===== config.mk =====
export PLATFORM = sky130hd
export DESIGN_NAME = mem_arbiter
export DESIGN_NICKNAME = d
export VERILOG_FILES = /design/src/rtl/mem_arbiter.sv
export SDC_FILE = /design/constraint.sdc
export NUM_CORES = 1
export LEC_CHECK = 0
export BUFFER_PORTS_ARGS = -buffer_cell sky130_fd_sc_hd__buf_4
export CAP_MARGIN = 10
export CORE_MARGIN = 8
export CORE_UTILIZATION = 52
export CTS_CLUSTER_DIAMETER = 80
export CTS_CLUSTER_SIZE = 12
export DETAILED_ROUTE_END_ITERATION = 6
export GPL_TIMING_DRIVEN = 0
export PLACE_DENSITY = 0.84
export SLEW_MARGIN = 20
export SYNTH_ARGS = -nofsm -noshare
export SYNTH_HDL_FRONTEND = slang
export SYNTH_SLANG_ARGS = --single-unit

===== constraint.sdc =====
create_clock -name clk -period 5.9 [get_ports clk]
set_clock_uncertainty 0.1 [all_clocks]
set_input_delay 0.59 -clock clk [delete_from_list [all_inputs] [get_ports clk]]
set_output_delay 0.59 -clock clk [all_outputs]
set_load 0.005 [all_outputs]

===== src/rtl/mem_arbiter.sv =====
// Round-robin arbiter sharing one byte-wide memory between the CPU and the host loader.
// Each access takes three cycles (IDLE, ISSUE, RESP). A bounded lock keeps the bus with one requester.
module mem_arbiter #(
    parameter int WIDTH    = 8,
    parameter int AWIDTH   = 8,
    parameter int LOCK_MAX = 16
) (
    input  logic              clk,
    input  logic              reset,
    input  logic              cpu_req,
    input  logic              cpu_we,
    input  logic              cpu_lock,
    input  logic [AWIDTH-1:0] cpu_addr,
    input  logic [WIDTH-1:0]  cpu_wdata,
    input  logic              host_req,
    input  logic              host_we,
    input  logic              host_lock,
    input  logic [AWIDTH-1:0] host_addr,
    input  logic [WIDTH-1:0]  host_wdata,
    output logic              cpu_ack,
    output logic              host_ack,
    output logic [WIDTH-1:0]  rdata,
    output logic              mem_en,
    output logic              mem_we,
    output logic [AWIDTH-1:0] mem_addr,
    output logic [WIDTH-1:0]  mem_wdata,
    input  logic [WIDTH-1:0]  mem_rdata,
    output logic              cpu_stall,
    output logic              busy,
    output logic [1:0]        dbg_state
);

    typedef enum logic [1:0] {
        S_IDLE  = 2'd0,
        S_ISSUE = 2'd1,
        S_RESP  = 2'd2
    } state_t;

    localparam int   CW   = $clog2(LOCK_MAX + 1);
    localparam logic CPU  = 1'b0;
    localparam logic HOST = 1'b1;

    state_t              state_q, state_d;
    logic                winner_q, winner_d;
    logic                last_winner_q, last_winner_d;
    logic                lock_act_q, lock_act_d;
    logic                lock_owner_q, lock_owner_d;
    logic [CW-1:0]       lock_cnt_q, lock_cnt_d;
    logic                mem_en_q, mem_en_d;
    logic                mem_we_q, mem_we_d;
    logic [AWIDTH-1:0]   mem_addr_q, mem_addr_d;
    logic [WIDTH-1:0]    mem_wdata_q, mem_wdata_d;

    logic own_req, own_lock, locked_hold, grant, grant_who, who_lock;

    always_comb begin
        state_d       = state_q;
        winner_d      = winner_q;
        last_winner_d = last_winner_q;
        lock_act_d    = lock_act_q;
        lock_owner_d  = lock_owner_q;
        lock_cnt_d    = lock_cnt_q;
        mem_en_d      = mem_en_q;
        mem_we_d      = mem_we_q;
        mem_addr_d    = mem_addr_q;
        mem_wdata_d   = mem_wdata_q;
        grant         = 1'b0;
        grant_who     = CPU;

        own_req     = (lock_owner_q == HOST) ? host_req  : cpu_req;
        own_lock    = (lock_owner_q == HOST) ? host_lock : cpu_lock;
        locked_hold = lock_act_q && own_lock && (lock_cnt_q != CW'(LOCK_MAX));
        who_lock    = 1'b0;

        case (state_q)
            S_IDLE: begin
                if (locked_hold) begin
                    grant     = own_req;
                    grant_who = lock_owner_q;
                end else if (cpu_req && host_req) begin
                    // After a forced release last_winner is the owner, so the other side wins the tie.
                    grant     = 1'b1;
                    grant_who = (last_winner_q == HOST) ? CPU : HOST;
                end else if (cpu_req || host_req) begin
                    grant     = 1'b1;
                    grant_who = host_req ? HOST : CPU;
                end

                who_lock = (grant_who == HOST) ? host_lock : cpu_lock;

                if (grant) begin
                    winner_d    = grant_who;
                    mem_en_d    = 1'b1;
                    mem_we_d    = (grant_who == HOST) ? host_we    : cpu_we;
                    mem_addr_d  = (grant_who == HOST) ? host_addr  : cpu_addr;
                    mem_wdata_d = (grant_who == HOST) ? host_wdata : cpu_wdata;
                    state_d     = S_ISSUE;
                    if (locked_hold) begin
                        lock_cnt_d = lock_cnt_q + CW'(1);
                    end else if (who_lock) begin
                        lock_act_d   = 1'b1;
                        lock_owner_d = grant_who;
                        lock_cnt_d   = CW'(1);
                    end else begin
                        lock_act_d = 1'b0;
                        lock_cnt_d = '0;
                    end
                end else if (!locked_hold) begin
                    lock_act_d = 1'b0;
                    lock_cnt_d = '0;
                end
            end
            S_ISSUE: begin
                mem_en_d = 1'b0;
                mem_we_d = 1'b0;
                state_d  = S_RESP;
            end
            S_RESP: begin
                last_winner_d = winner_q;
                state_d       = S_IDLE;
            end
            default: state_d = S_IDLE;
        endcase
    end

    always_ff @(posedge clk or posedge reset) begin
        if (reset) begin
            state_q       <= S_IDLE;
            winner_q      <= CPU;
            last_winner_q <= HOST;
            lock_act_q    <= 1'b0;
            lock_owner_q  <= CPU;
            lock_cnt_q    <= '0;
            mem_en_q      <= 1'b0;
            mem_we_q      <= 1'b0;
            mem_addr_q    <= '0;
            mem_wdata_q   <= '0;
        end else begin
            state_q       <= state_d;
            winner_q      <= winner_d;
            last_winner_q <= last_winner_d;
            lock_act_q    <= lock_act_d;
            lock_owner_q  <= lock_owner_d;
            lock_cnt_q    <= lock_cnt_d;
            mem_en_q      <= mem_en_d;
            mem_we_q      <= mem_we_d;
            mem_addr_q    <= mem_addr_d;
            mem_wdata_q   <= mem_wdata_d;
        end
    end

    assign mem_en    = mem_en_q;
    assign mem_we    = mem_we_q;
    assign mem_addr  = mem_addr_q;
    assign mem_wdata = mem_wdata_q;
    assign cpu_ack   = (state_q == S_RESP) && (winner_q == CPU);
    assign host_ack  = (state_q == S_RESP) && (winner_q == HOST);
    assign rdata     = (state_q == S_RESP) ? mem_rdata : '0;
    assign cpu_stall = cpu_req && !cpu_ack;
    assign busy      = (state_q != S_IDLE);
    assign dbg_state = state_q;

endmodule


==> results of run 1 <==
-- final cells by class --
type	count	area, µm²
Buffer	16	97.59
Clock buffer	8	90.09
Fill cell	309	933.4
Inverter	9	33.78
Multi-Input combinational cell	147	1126
Sequential cell	29	726.9
Tap cell	48	60.06
Timing Repair Buffer	79	593.1
-- cell usage in the layout, fill, tap and decap left out, drive strengths merged --
cell / netlist / routed
o31ai: 1 / 1
ha: 2 / 2
nand2: 5 / 5
nor2b: 2 / 2
nand4bb: 1 / 1
nand3: 20 / 20
buf: 8 / 87
and4bb: 1 / 1
dfstp: 1 / 1
o21ai: 22 / 22
o21a: 1 / 1
dfrtp: 28 / 28
inv: 9 / 9
and2: 9 / 9
clkbuf: 8 / 16
mux2: 21 / 21
nand4: 2 / 2
nand4b: 1 / 1
or2: 1 / 1
a21boi: 2 / 2
nor2: 4 / 4
nand3b: 1 / 1
nand2b: 2 / 2
mux2i: 4 / 4
or4: 2 / 2
nor4: 1 / 1
a21o: 2 / 2
a21oi: 3 / 3
o22ai: 1 / 1
and3: 2 / 2
o211ai: 34 / 34
-- logic make-up (layout without fill, tap and decap cells) --
kind of cell | Yosys count | after routing | share of synthesized area
mux | 25 | 25 | 0.1696
compound gates | 66 | 66 | 0.2245
buf+inv | 25 | 112 | 0.06620
fa+ha+maj | 2 | 2 | 0.01261
flops | 29 | 29 | 0.3663
simple gates | 54 | 54 | 0.1608
-- worst max-delay path, stage by stage, from the launching register on --
cell and delay (ns):
dfrtp_1 0.41, inv_1 0.06, ha_1 0.20, and4bb_1 0.21
buf_6 0.14, o22ai_1 0.23, or2_4 0.20, buf_6 0.18
mux2_4 0.32
-- where the power goes --
part,leakage (µW),switching [µW],internal [µW]
registers,0.000356,65.7,293
logic,0.000873,267,378
clock network,0.0000455,78.3,95.1
-- layer usage --
layer  vias up  GRT usage  share of wire
li1        922          -              -
met1       989     0.2362           0.40
met2       105     0.3225           0.50
met3         9    0.05069          0.094
met4         0    0.06415          0.010
met5         -          0              0
-- registers in the layout (all words and copies together), names as in the netlist, 2 cells and up --
signal	flops
mem_wdata	8
mem_addr	8
lock_cnt_q	5
dbg_state	2
-- final timing paths --
path                                from            end  slack (ns)  cells after the start
hold reg to reg                   mem_en         mem_en        0.38                      2
max in group asynchronous          reset  lock_cnt_q[4]        5.01                      2
setup / recovery           lock_cnt_q[0]    mem_addr[5]        3.74                      8
hold / removal                     reset   mem_wdata[5]        0.28                      2
setup reg to reg           lock_cnt_q[0]    mem_addr[5]        3.74                      8
min in group clk                  mem_en         mem_en        0.38                      2
-- stage by stage --
| stage | setup slack (ns) | instances | hold slack, ns | instance area (µm²) | power [µW] |
|---|---|---|---|---|---|
| after floorplan | 3.886 | 201 | 0.3684 | 1984 | 755.4 |
| after global placement | 3.717 | 328 | 0.3632 | 2638 | 990.3 |
| after detailed placement | 3.690 | 328 | 0.3768 | 2638 | 1007 |
| after CTS | 3.740 | 336 | 0.3123 | 2728 | 1181 |
| after global routing | 3.636 | 336 | 0.3602 | 2728 | 1248 |
| final | 3.739 | 336 | 0.2828 | 2728 | 1176 |
-- synth_stat cells (2+ instances only) --
master | instances | share of area
o21ai_0 | 22 | 0.055
or4_1 | 2 | 0.0076
nand4_1 | 2 | 0.0063
o211ai_1 | 34 | 0.13
clkbuf_1 | 8 | 0.015
mux2_2 | 5 | 0.028
nor2b_1 | 2 | 0.0063
nor2_1 | 4 | 0.0076
a21oi_1 | 3 | 0.0076
inv_1 | 8 | 0.015
ha_1 | 2 | 0.013
nand3_1 | 20 | 0.050
dfrtp_1 | 28 | 0.35
buf_2 | 3 | 0.0076
nand2_1 | 5 | 0.0095
mux2i_1 | 4 | 0.020
mux2_4 | 16 | 0.12
a21o_1 | 2 | 0.0076
and2_1 | 9 | 0.028
nand2b_1 | 2 | 0.0063
buf_6 | 4 | 0.023
==> flow_summary.toml, run 1 <==
[global_routing]
grt_max_degree = 30
antenna_found_initial = 0
grt_first_pass_wirelength_um = 9722
grt_overflow_total = 0
track_usage = 0.1936
grt_pass1_vias = 1985

[sta]
max_freq_mhz = 462.8
finalHoldViolCount = 0
slew_headroom = 0.5900
fin_crit_ns = 2.161
worstMarginPinSlew_ns = 0.6141
fin_crit_sh = 0.3662
maxSlewViolCount = 0
final.setup.tns_ns = 0
setup_violations = 0
rsz0062_at_grt = "no"

[run_status]
status = "finished, final reports clean"

[floorplan]
ios = 80
core-area_um2 = 3661
chipHeight_um = 77.78
die-area_um2 = 6049
fp.dieW_um = 77.78
start_util = 0.5420
rows = 22

[detailed_routing]
num_vias = 2025
drc = 0
routedWlPerCell_um = 17.63
wl_um = 5925
drtPass1Iterations = 5
first_iter_violations = 196
final_antenna_net_count = 0
vias_per_cell = 6.027

[worst_setup_path]
start_kind = "flip-flop"
crit_type = "reg2reg"
setup.worst_path.end_class = "flip-flop"
arrival_ns = 2.23
path_max_fanout = 10
cp.required_ns = 5.97

[place]
dp_hpwl_um = 4392
place_congestion = 0.8348
port_buffers = 79

[synth]
synth_edf_count = 0
syn_area_um2 = 1984
synth_ff_type = "dfrtp_1"
synth_nets = 251
ys_seq_elements = 29
ys_seq_area_frac = 0.3663
synth_cell_types = 37
synthCells = 201
yosys_warnings = 0
async_reset_ff_frac = 1.000
synth.avg_cell_area_um2 = 9.873

[finish]
area_growth_pct = 37.45
final_util = 0.7450
layout-drive-gt1-share = 0.4201
nNetsFinal = 337
antenna_cells = 0

[clock_network]
htreeDepth = 2
root_buffer = "clkbuf_8"
cts_hold_buf = 0
clkTransAtPathRegs_ns = 0.07
cts_post_setup_buffers_inserted = 0
cts_tree = "done"
cts_buffer_depth = 2
cts-resized-gates = 0
cts_sinks = 29
cts_buffers = 5
clk_latency_ns = 0.28

[run]
cap_violations = 0

[power_and_ir_drop]
p_leak_uw = 0.001274
irDropWorstVdd_v = 0.0002617
power_density_nw_per_um2 = 431.2

[worst_hold_path]
hp-class = "in2async"
(Power assumes the default switching activity.)
==> inputs of run 2 (changes only) <==
--- a/config.mk
+++ b/config.mk
@@ -8,12 +8,12 @@
 export BUFFER_PORTS_ARGS = -buffer_cell sky130_fd_sc_hd__buf_4
 export CAP_MARGIN = 10
 export CORE_MARGIN = 8
-export CORE_UTILIZATION = 52
+export CORE_UTILIZATION = 49
 export CTS_CLUSTER_DIAMETER = 80
 export CTS_CLUSTER_SIZE = 12
 export DETAILED_ROUTE_END_ITERATION = 6
 export GPL_TIMING_DRIVEN = 0
-export PLACE_DENSITY = 0.84
+export PLACE_DENSITY = 0.8
 export SLEW_MARGIN = 20
 export SYNTH_ARGS = -nofsm -noshare
 export SYNTH_HDL_FRONTEND = slang
==> constraint.sdc (replaced) <==
create_clock -name clk -period 2.15 [get_ports clk]
set_clock_uncertainty 0.1 [all_clocks]
set_input_delay 0.215 -clock clk [delete_from_list [all_inputs] [get_ports clk]]
set_output_delay 0.215 -clock clk [all_outputs]
set_load 0.005 [all_outputs]
==> run 2 against run 1 <==
The run now ends with DRC left. Worst hold slack worse by 0.058 ns. Setup slack worse by 3.7 ns. Routed wire length is 2.3% higher. Register-to-register slack worse by 3.7 ns. Combinational power grew to 3.0 times the previous value. Clock-buffer cell count is 2 lower. Fmax is 1.4% higher. Utilization is 2.9 points lower. Sequential cell count stayed put. Largest cell class unchanged.
==> flow_summary.toml, run 2 (synthesis gave the netlist of run 1 again) <==
[worst_setup_path]
r2r_slack_ns = 0.02
r2r_cells = 7
setup.worst_path.end_class = "flip-flop"
crit_type = "reg2reg"
cp.required_ns = 2.21
arrival_ns = 2.19
start_kind = "flip-flop"
path_max_fanout = 7

[finish]
area_growth_pct = 42.24
final_common_cell = "buf_4"
final_cell_mix = "buf_4, o211ai_1, dfrtp_1"
final_util = 0.7160
layout-drive-gt1-share = 0.4441
nNetsFinal = 344
final_cells = 345
antenna_cells = 0

[global_routing]
grt_first_pass_wirelength_um = 9715
grt_overflow_total = 0
grt_pass1_vias = 1980
antenna_found_initial = 0
track_usage = 0.1896
grt_max_degree = 30

[floorplan]
chipHeight_um = 79.64
die-area_um2 = 6343
start_util = 0.5033
rows = 23
fp.dieW_um = 79.64
ios = 80
core-area_um2 = 3943

[worst_hold_path]
min_path_cells = 4
hp-class = "in2reg"

[detailed_routing]
drc = 2
final_antenna_net_count = 0
wl_um = 6059
vias_per_cell = 5.687
first_iter_violations = 159
routedWlPerCell_um = 17.56
num_vias = 1962
drtPass1Iterations = 7

[place]
port_buffers = 79
dpl.cell_count = 330
place_congestion = 0.8639
dp_hpwl_um = 4448

[clock_network]
clkTransAtPathRegs_ns = 0.07
cts_tree = "done"
htreeDepth = 2
cts_buffer_depth = 2
clk_latency_ns = 0.28
cts_sinks = 29
cts_buffers = 5
root_buffer = "clkbuf_8"

[run_status]
failed_checks = "DRC"
status = "finished with violations"

[power_and_ir_drop]
irDropWorstVdd_v = 0.0006480
p_leak_uw = 0.001329
power_density_nw_per_um2 = 1194

[sta]
maxSlewViolCount = 0
hold_ws_ns = 0.2249
worstMarginPinSlew_ns = 0.6201
fin_crit_ns = 2.132
setup_violations = 0
finalHoldViolCount = 0
slew_headroom = 0.5860
fin_crit_sh = 0.9915
rsz0062_at_grt = "yes"
max_freq_mhz = 469.1

[run]
cap_violations = 0
-- run 2: final timing paths --
kind                          startpoint            to
hold reg to reg                   mem_en        mem_en
setup reg to reg           lock_cnt_q[0]  lock_owner_q
min in group asynchronous          reset  mem_wdata[6]
hold / removal             host_wdata[6]  mem_wdata[6]
setup / recovery           lock_cnt_q[0]  lock_owner_q
max in group asynchronous          reset   mem_addr[7]
-- run 2: layer usage --
| layer | GRT usage | wire length [µm] | vias up |
|---|---|---|---|
| met5 | 0 | 0 | - |
| met4 | 0.04630 | 34 | 0 |
| met3 | 0.06194 | 462 | 4 |
| met2 | 0.3154 | 3054 | 68 |
| met1 | 0.2296 | 2508 | 949 |
| li1 | - | - | 941 |
-- run 2: cell type report --
| class | count | area (µm²) |
|---|---|---|
| Buffer | 16 | 116.4 |
| Clock buffer | 6 | 72.57 |
| Clock inverter | 2 | 10.01 |
| Fill cell | 309 | 1120 |
| Inverter | 9 | 33.78 |
| Multi-Input combinational cell | 147 | 1135 |
| Sequential cell | 29 | 726.9 |
| Tap cell | 50 | 62.56 |
| Timing Repair Buffer | 86 | 665.6 |
-- run 2: through the flow --
step	TNS, ns	power (µW)	setup slack (ns)	area (µm²)
after global placement	-0.007131	2727	-0.004208	2640
final	0	3369	0.01825	2823
after global routing	-0.1126	3604	-0.04899	2823
after floorplan	0	2073	0.1358	1984
after detailed placement	0	2774	0.001741	2640
after CTS	0	3224	0.01789	2730
-- run 2: critical path, cell delays in order (launching register included) --
cell	delay [ns]
dfrtp_1	0.38
inv_1	0.07
ha_2	0.17
and4bb_1	0.21
buf_6	0.13
o31ai_4	0.08
nor4_1	0.49
mux2_2	0.38
-- run 2: where the power goes --
group / total [µW] / internal [µW] / switching (µW)
clock: 435 / 224 / 211
sequential: 982 / 803 / 179
combinational: 1950 / 1170 / 781
total: 3370 / 2200 / 1170
-- run 2: what timing repair did --
item | in CTS | in global routing
cloned | 0 | 1
gates resized for setup | 0 | 8
pin swaps | 0 | 2
setup buffers | 1 | 4
endpoints found under the hold margin | 0 | 28
setup endpoints to repair | 16 | 18
hold buffers | 0 | 1
